## config.mk

```make
export PLATFORM = sky130hd
export DESIGN_NAME = uart_rx_fifo_ctrl_flat
export DESIGN_NICKNAME = d
export VERILOG_FILES = /design/src/rtl/uart_fifo_pkg.sv /design/src/rtl/uart_rx_fifo_ctrl_if.sv /design/src/rtl/sync_fifo_mem.sv /design/src/rtl/uart_rx_fifo_ctrl.sv /design/src/flat_wrapper.sv
export SDC_FILE = /design/constraint.sdc
export NUM_CORES = 1
export LEC_CHECK = 0
export BUFFER_PORTS_ARGS = -buffer_cell sky130_fd_sc_hd__buf_2
export CAP_MARGIN = 0
export CORE_MARGIN = 3
export CORE_UTILIZATION = 50
export CTS_CLUSTER_SIZE = 40
export DETAILED_ROUTE_END_ITERATION = 10
export PLACE_DENSITY = 0.79
export SKIP_LAST_GASP = 1
export SLEW_MARGIN = 20
export SYNTH_ARGS = -nofsm -noshare
export SYNTH_HDL_FRONTEND = slang
export SYNTH_SLANG_ARGS = --single-unit
```

## constraint.sdc

```tcl
create_clock -name clock -period 2.4 [get_ports clock]
set_input_delay 0.12 -clock clock [delete_from_list [all_inputs] [get_ports clock]]
set_output_delay 0.12 -clock clock [all_outputs]
set_load 0.02 [all_outputs]
```

## src/rtl/uart_fifo_pkg.sv

```systemverilog
// -----------------------------------------------------------------------------
// uart_fifo_pkg
// Shared definitions for the UART FIFO controllers (RX and TX sides):
//   - capture FSM state encoding
//   - default byte / FIFO address widths
//   - system clock and baud rate, and the idle-timeout length derived from them
// -----------------------------------------------------------------------------
package uart_fifo_pkg;

    localparam int DATA_W_DEF     = 32'd8;
    localparam int ADDR_W_DEF     = 32'd4;
    localparam int CLK_HZ         = 32'd50_000_000;
    localparam int BAUD           = 32'd9600;
    localparam int BITS_PER_CHAR  = 32'd10;   // start + 8 data + stop
    localparam int TIMEOUT_CHARS  = 32'd4;

    // Idle time of a number of character slots, in system clock cycles.
    function automatic int idle_timeout_cycles(input int clk_hz, input int baud, input int chars);
        return (clk_hz / baud) * BITS_PER_CHAR * chars;
    endfunction

    // 5208 cycles per bit * 10 bits * 4 characters = 208320
    localparam int IDLE_TIMEOUT_CYCLES = idle_timeout_cycles(CLK_HZ, BAUD, TIMEOUT_CHARS);

    typedef enum logic [1:0] {
        S_IDLE     = 2'd0,
        S_WRITE    = 2'd1,
        S_WAIT_LOW = 2'd2
    } cap_state_t;

endpackage

```

## src/rtl/uart_rx_fifo_ctrl_if.sv

```systemverilog
// -----------------------------------------------------------------------------
// uart_rx_fifo_ctrl_if
// Bundles the UART-receiver input and host read-side signals of the RX FIFO
// controller.
//   master : the FIFO controller (consumes RI/rx_data/rd_ready/ovr_clr,
//            drives rd_data/rd_valid/count/full/empty/overrun/timeout)
//   slave  : the surrounding logic (UART RX shifter + host)
// -----------------------------------------------------------------------------
interface uart_rx_fifo_ctrl_if
    import uart_fifo_pkg::*;
#(
    parameter int DATA_W = DATA_W_DEF,
    parameter int ADDR_W = ADDR_W_DEF
);
    logic              RI;
    logic [DATA_W-1:0] rx_data;
    logic [DATA_W-1:0] rd_data;
    logic              rd_valid;
    logic              rd_ready;
    logic [ADDR_W:0]   count;
    logic              full;
    logic              empty;
    logic              overrun;
    logic              ovr_clr;
    logic              timeout;

    modport master (
        input  RI, rx_data, rd_ready, ovr_clr,
        output rd_data, rd_valid, count, full, empty, overrun, timeout
    );

    modport slave (
        output RI, rx_data, rd_ready, ovr_clr,
        input  rd_data, rd_valid, count, full, empty, overrun, timeout
    );
endinterface

```

## src/rtl/sync_fifo_mem.sv

```systemverilog
// -----------------------------------------------------------------------------
// sync_fifo_mem
// Single-clock FIFO with first-word fall-through read.
// Ports:
//   clock, rst  : rising-edge clock, synchronous active-high reset
//   push        : write request; accepted when not full or when popping too
//   wr_data     : data written on an accepted push
//   pop         : read request; ignored while empty
//   rd_data     : head entry (valid while rd_valid)
//   rd_valid    : FIFO non-empty
//   count       : number of stored entries, 0..2**ADDR_W
//   full, empty : registered status flags, consistent with count
// Storage is not cleared by reset; only pointers and count are.
// -----------------------------------------------------------------------------
module sync_fifo_mem #(
    parameter int DATA_W = 8,
    parameter int ADDR_W = 4
) (
    input  logic              clock,
    input  logic              rst,
    input  logic              push,
    input  logic [DATA_W-1:0] wr_data,
    input  logic              pop,
    output logic [DATA_W-1:0] rd_data,
    output logic              rd_valid,
    output logic [ADDR_W:0]   count,
    output logic              full,
    output logic              empty
);
    localparam int              DEPTH   = 1 << ADDR_W;
    localparam logic [ADDR_W:0] DEPTH_V = {1'b1, {ADDR_W{1'b0}}};
    localparam logic [ADDR_W:0] CNT_ONE = {{ADDR_W{1'b0}}, 1'b1};
    localparam logic [ADDR_W-1:0] PTR_ONE = {{(ADDR_W-1){1'b0}}, 1'b1};

    logic [DATA_W-1:0] mem_r [DEPTH];
    logic [ADDR_W-1:0] wr_ptr_r;
    logic [ADDR_W-1:0] rd_ptr_r;
    logic [ADDR_W:0]   count_r;
    logic              full_r;
    logic              empty_r;

    logic              pop_s;
    logic              wr_en_s;
    logic [ADDR_W:0]   count_nxt_s;

    // Qualify requests and work out the next occupancy.
    always_comb begin
        pop_s       = pop && !empty_r;
        // A pop in the same cycle frees the slot, so a full FIFO still accepts.
        wr_en_s     = push && (!full_r || pop_s);
        count_nxt_s = count_r;
        case ({wr_en_s, pop_s})
            2'b10:   count_nxt_s = count_r + CNT_ONE;
            2'b01:   count_nxt_s = count_r - CNT_ONE;
            default: count_nxt_s = count_r;
        endcase
    end

    // Pointers, count and status flags.
    always_ff @(posedge clock) begin
        if (rst) begin
            wr_ptr_r <= {ADDR_W{1'b0}};
            rd_ptr_r <= {ADDR_W{1'b0}};
            count_r  <= {(ADDR_W+1){1'b0}};
            full_r   <= 1'b0;
            empty_r  <= 1'b1;
        end else begin
            if (wr_en_s) begin
                wr_ptr_r <= wr_ptr_r + PTR_ONE;
            end
            if (pop_s) begin
                rd_ptr_r <= rd_ptr_r + PTR_ONE;
            end
            count_r <= count_nxt_s;
            full_r  <= (count_nxt_s == DEPTH_V);
            empty_r <= (count_nxt_s == {(ADDR_W+1){1'b0}});
        end
    end

    // Storage write; contents survive reset.
    always_ff @(posedge clock) begin
        if (!rst && wr_en_s) begin
            mem_r[wr_ptr_r] <= wr_data;
        end
    end

    assign rd_data  = mem_r[rd_ptr_r];
    assign rd_valid = !empty_r;
    assign count    = count_r;
    assign full     = full_r;
    assign empty    = empty_r;

endmodule

```

## src/rtl/uart_rx_fifo_ctrl.sv

```systemverilog
// -----------------------------------------------------------------------------
// uart_rx_fifo_ctrl
// Receive-side FIFO controller: captures one byte per RI high period from the
// UART receiver, buffers it, and presents it to the host via valid/ready.
// Ports:
//   clock : 50 MHz system clock, rising edge
//   rst   : synchronous active-high reset
//   bus   : uart_rx_fifo_ctrl_if.master
//           RI/rx_data        from the UART RX shifter
//           rd_data/rd_valid/rd_ready  host read handshake (fall-through)
//           count/full/empty  occupancy
//           overrun/ovr_clr   sticky dropped-byte flag and its clear
//           timeout           idle-timeout indication
// Optional feature: define UART_RX_TIMEOUT_EN to build the idle counter that
// drives timeout (parameter TIMEOUT_CYCLES); otherwise timeout is tied to 0.
// -----------------------------------------------------------------------------
module uart_rx_fifo_ctrl
    import uart_fifo_pkg::*;
#(
    parameter int DATA_W = DATA_W_DEF,
    parameter int ADDR_W = ADDR_W_DEF
`ifdef UART_RX_TIMEOUT_EN
    ,
    parameter int TIMEOUT_CYCLES = IDLE_TIMEOUT_CYCLES
`endif
) (
    input  logic                clock,
    input  logic                rst,
    uart_rx_fifo_ctrl_if.master bus
);
    cap_state_t        state_r;
    logic [DATA_W-1:0] hold_r;
    logic              push_r;
    logic              overrun_r;

    logic [DATA_W-1:0] rd_data_s;
    logic              rd_valid_s;
    logic [ADDR_W:0]   count_s;
    logic              full_s;
    logic              empty_s;
    logic              pop_s;
    logic              drop_s;

    // Capture FSM: one push per RI high period, however long RI stays high.
    always_ff @(posedge clock) begin
        if (rst) begin
            state_r <= S_IDLE;
            hold_r  <= {DATA_W{1'b0}};
            push_r  <= 1'b0;
        end else begin
            case (state_r)
                S_IDLE: begin
                    if (bus.RI) begin
                        hold_r  <= bus.rx_data;
                        push_r  <= 1'b1;
                        state_r <= S_WRITE;
                    end else begin
                        push_r  <= 1'b0;
                    end
                end
                S_WRITE: begin
                    push_r  <= 1'b0;
                    state_r <= S_WAIT_LOW;
                end
                S_WAIT_LOW: begin
                    push_r <= 1'b0;
                    if (!bus.RI) begin
                        state_r <= S_IDLE;
                    end
                end
                default: begin
                    push_r  <= 1'b0;
                    state_r <= S_IDLE;
                end
            endcase
        end
    end

    sync_fifo_mem #(
        .DATA_W (DATA_W),
        .ADDR_W (ADDR_W)
    ) u_fifo (
        .clock    (clock),
        .rst      (rst),
        .push     (push_r),
        .wr_data  (hold_r),
        .pop      (bus.rd_ready),
        .rd_data  (rd_data_s),
        .rd_valid (rd_valid_s),
        .count    (count_s),
        .full     (full_s),
        .empty    (empty_s)
    );

    // A pop makes room, so a push onto a full FIFO is only dropped without one.
    assign pop_s  = rd_valid_s && bus.rd_ready;
    assign drop_s = push_r && full_s && !pop_s;

    // Sticky overrun flag; a new drop takes priority over the clear.
    always_ff @(posedge clock) begin
        if (rst) begin
            overrun_r <= 1'b0;
        end else if (drop_s) begin
            overrun_r <= 1'b1;
        end else if (bus.ovr_clr) begin
            overrun_r <= 1'b0;
        end
    end

`ifdef UART_RX_TIMEOUT_EN
    localparam int             CNT_W   = $clog2(TIMEOUT_CYCLES + 1);
    localparam logic [CNT_W-1:0] CNT_MAX = CNT_W'(TIMEOUT_CYCLES);
    localparam logic [CNT_W-1:0] CNT_ONE = CNT_W'(1);

    logic [CNT_W-1:0] idle_cnt_r;
    logic             push_ok_s;

    assign push_ok_s = push_r && (!full_s || pop_s);

    // Idle counter: restarts on any FIFO activity or while empty, saturates.
    always_ff @(posedge clock) begin
        if (rst) begin
            idle_cnt_r <= {CNT_W{1'b0}};
        end else if (push_ok_s || pop_s || empty_s) begin
            idle_cnt_r <= {CNT_W{1'b0}};
        end else if (idle_cnt_r != CNT_MAX) begin
            idle_cnt_r <= idle_cnt_r + CNT_ONE;
        end
    end

    assign bus.timeout = (idle_cnt_r == CNT_MAX) && !empty_s;
`else
    assign bus.timeout = 1'b0;
`endif

    assign bus.rd_data  = rd_data_s;
    assign bus.rd_valid = rd_valid_s;
    assign bus.count    = count_s;
    assign bus.full     = full_s;
    assign bus.empty    = empty_s;
    assign bus.overrun  = overrun_r;

endmodule

```

## src/flat_wrapper.sv

```systemverilog
// flat-port wrapper written by rule: the top's interface ports become plain ports
module uart_rx_fifo_ctrl_flat import uart_fifo_pkg::*;
#(
    parameter int DATA_W = DATA_W_DEF,
    parameter int ADDR_W = ADDR_W_DEF

)
  (clock, rst, bus_RI, bus_rx_data, bus_rd_ready, bus_ovr_clr, bus_rd_data, bus_rd_valid, bus_count, bus_full, bus_empty, bus_overrun, bus_timeout);
  uart_rx_fifo_ctrl_if #(.DATA_W(DATA_W), .ADDR_W(ADDR_W)) bus_i ();
  input  logic clock;
  input  logic rst;
  input wire logic [$bits(bus_i.RI)-1:0] bus_RI;
  input wire logic [$bits(bus_i.rx_data)-1:0] bus_rx_data;
  input wire logic [$bits(bus_i.rd_ready)-1:0] bus_rd_ready;
  input wire logic [$bits(bus_i.ovr_clr)-1:0] bus_ovr_clr;
  output wire logic [$bits(bus_i.rd_data)-1:0] bus_rd_data;
  output wire logic [$bits(bus_i.rd_valid)-1:0] bus_rd_valid;
  output wire logic [$bits(bus_i.count)-1:0] bus_count;
  output wire logic [$bits(bus_i.full)-1:0] bus_full;
  output wire logic [$bits(bus_i.empty)-1:0] bus_empty;
  output wire logic [$bits(bus_i.overrun)-1:0] bus_overrun;
  output wire logic [$bits(bus_i.timeout)-1:0] bus_timeout;
  assign bus_i.RI = bus_RI;
  assign bus_i.rx_data = bus_rx_data;
  assign bus_i.rd_ready = bus_rd_ready;
  assign bus_i.ovr_clr = bus_ovr_clr;
  assign bus_rd_data = bus_i.rd_data;
  assign bus_rd_valid = bus_i.rd_valid;
  assign bus_count = bus_i.count;
  assign bus_full = bus_i.full;
  assign bus_empty = bus_i.empty;
  assign bus_overrun = bus_i.overrun;
  assign bus_timeout = bus_i.timeout;
  uart_rx_fifo_ctrl #(.DATA_W(DATA_W), .ADDR_W(ADDR_W)) u_core (.clock(clock), .rst(rst), .bus(bus_i));
endmodule
```

==> results.cfg <==
[outcome]
status = finished with violations
violations = setup timing

[final_layout]
layout_common_cells = edfxtp_1 (128), nor2_1 (43), mux4_2 (40), dfxtp_1 (29), buf_2 (27)
num_antenna_cells = 0
syn2layout_area_growth_pct = 20.85
fin_nets = 430
seq_area_um2 = 4472
final_common_cell = edfxtp_1
num-fill-cells = 841
multiInputGateArea_um2 = 1680
drive_above_1_share_pct = 31.99
instances_no_fill = 590

[synth]
synth_adder_area_share_pct = 1.601
syn_nets = 365
yosys.cell_types.count = 39
synth_top_family_by_area = multiplexers
synth_area_leaders = edfxtp_1 (61%), mux4_2 (14%), dfxtp_1 (9.9%), nor2_1 (2.6%), ha_1 (1.6%)
synth.yosys.seq_area_share_pct = 71.39
syn_area_um2 = 6253
syn_inst = 344
ys_seq_elements = 159
synth_top_area_share_pct = 61.46
synth-compound-area-share_pct = 1.961
synth_xor_area_share_pct = 1.541
yosys.area_share.simple_pct = 5.382
yosysTopAreaCell = edfxtp_1
synthMuxAreaShare_pct = 16.01
syn_area_per_cell_um2 = 18.18
ys_warn_count = 0

[pwr]
irDropWorstVdd_v = 0.0004616
leakage_nw = 2.606
p_per_area_nw_per_um2 = 918.4

[global_route]
track_usage_pct = 18.09
grt_max_degree = 33
grt_pass1_wl_um = 18760
grt_pass1_vias = 3288
antenna_found_initial = 0
grt.overflow.total = 0

[timing]
rsz0062_at_grt = yes
finalHoldViolations = 0
finalClockSkew_ns = 0.009372
slew_violations = 0
fin_ws_ns = -0.003994
whs_ns = 0.06784
fin_crit_ns = 2.404
finalSetupViolations = 1
fmax_ghz = 0.4160
fin_crit_sh_pct = 100.2
relSlewSlack_pct = 57.54
worst_slew_pin_slew_ns = 0.6360

[floorplanning]
row_count = 40
die-area_um2 = 13890
core_um2 = 12110
floorplan.initialDensity_pct = 51.63
die_h_um = 117.8
die_x_um = 117.8
pin_count = 31

[cts]
clock_latency_ns = 0.42
cts.sinks = 159
h-tree-depth = 4
clock_path_buffers = 2
path_clk_slew_ns = 0.06
cts-root-buf = clkbuf_16
cts_buffers = 17
tritoncts = yes

[job]
maxCapViolations = 0

[drt]
first_pass_iters = 4
via_count = 3283
drt-initial-drc-count = 185
routed_wl_um = 12280
drc = 0
wl_per_cell_um = 20.82
vias_per_cell = 5.564
ant_nets = 0

[setup_path]
cp_slowest_stage_delay_ns = 0.34
reg2reg_from = u_core.u_fifo.empty
crit_start = u_core.u_fifo.empty
critical_path_required_ns = 2.71
crit_slowest_cell = dfxtp_4
cp-end-kind = flip-flop
ff2ff_path_depth = 11
worstReg2RegEnd = u_core.u_fifo.full
critPathKind = reg2reg
cp_max_fo = 4
crit_chain = nand2b_4 -> a21boi_4 -> inv_2 -> ha_2 -> xor2_1 -> ha_2 -> nor2_1 -> o31a_1 -> o211ai_1 -> xor2_1 -> and4bb_1
rrSetupSlack_ns = -0.004
worstPathArrival_ns = 2.72
cp-start-kind = flip-flop

[placed_design]
dp_cells = 544
port_buffers = 29
place_congestion = 0.8057
hpwlAfterDp_um = 7328

[hold_path]
min-delay-start = bus_rd_ready
min_path_cells = 4
hold_path.class = in2reg
==> what timing repair did <==
action	in CTS	in global routing
cloned	2	1
pin swaps	0	0
hold endpoints to repair	10	0
setup buffers	0	1
resized for setup	3	4
setup endpoints to repair	8	5
hold buffers	10	0
==> final cells by class <==
cell class | count | area share, %
sequential | 159 | 59.17
multi-input combinational | 159 | 22.24
clock buffer | 20 | 6.176
timing repair buffer | 64 | 6.987
clock inverter | 12 | 2.252
inverter | 8 | 0.3974
tap | 168 | 2.781
==> through the flow <==
step | worst slack (ns) | utilization, % | TNS [ns] | power (mW) | instance area [µm²]
after global placement | 0.2084 | 55.46 | 0 | 3.986 | 6718
after floorplan | 0.006906 | - | 0 | 3.817 | 6284
after detailed placement | 0.08047 | 55.46 | 0 | 4.018 | 6718
final | -0.003994 | 62.40 | -0.003994 | 6.940 | 7557
after CTS | 0.01919 | 62.02 | 0 | 6.935 | 7512
after global routing | -0.1322 | 62.40 | -0.2263 | 7.142 | 7557
==> state kept, by name (all words and copies together), names as in the netlist, named ones only <==
name and count:
u_core.u_fifo.empty 1, u_core.hold_r 8, u_core.bus.overrun 1, u_core.u_fifo.full 1
u_core.state_r 2, u_core.push_r 1, u_core.u_fifo.count 5, u_core.u_fifo.wr_ptr_r 4
u_core.u_fifo.mem_r 128, u_core.u_fifo.rd_ptr_r 4
==> power breakdown <==
| part | leakage [nW] | internal (mW) | switching [mW] |
|---|---|---|---|
| Sequential | 1.42 | 3.05 | 0.121 |
| Clock | 0.316 | 1.75 | 1.09 |
| Combinational | 0.866 | 0.494 | 0.440 |
==> metal layers <==
metal	up-vias	track usage [%]	share of wire, %
met1	1683	23.20	41
met3	25	5.430	4.8
met4	0	6.886	2.4
li1	1470	-	-
met5	-	0	0
met2	105	29.36	51
==> cell families after synthesis <==
family / Yosys count
AO/OA/AOI/OAI: 18
XOR/XNOR: 11
adder cells (fa/ha/maj): 8
buffers and inverters: 26
flip-flops: 159
multiplexers: 50
other: 1
AND/OR/NAND/NOR: 71
==> critical path: cells and delay by family (launching register included) <==
kind                     cells  cell delay (ns)
AO/OA/AOI/OAI                3             0.66
XOR/XNOR                     2             0.40
adder cells (fa/ha/maj)      2             0.40
buffers and inverters        1             0.05
flip-flops                   1             0.34
AND/OR/NAND/NOR              3             0.43
==> worst max path at each step <==
stage,end,depth (start not counted)
final,u_core.u_fifo.full,11
after global routing,u_core.u_fifo.full,11
after CTS,bus_rd_data[0],4
after detailed placement,u_core.u_fifo.full,11
after global placement,u_core.u_fifo.full,11
after floorplan,u_core.u_fifo.full,12
==> Yosys cell counts, drive strengths merged <==
cell / count
o311ai: 1
a211oi: 1
buf: 15
nand4b: 1
nor3b: 1
nand3b: 3
conb: 1
xnor2: 2
xor2: 9
dfxtp: 31
and2: 1
a21oi: 4
or3: 1
mux4: 40
and4bb: 1
nand4: 3
o41ai: 1
nand2b: 2
nand2: 8
mux2i: 10
a21boi: 1
edfxtp: 128
o31a: 1
ha: 8
nor2: 43
o211ai: 2
or3b: 1
inv: 8
nor2b: 5
o21ai: 5
a31o: 1
a32oi: 1
or4b: 1
clkbuf: 3
(Power assumes the default switching activity.)
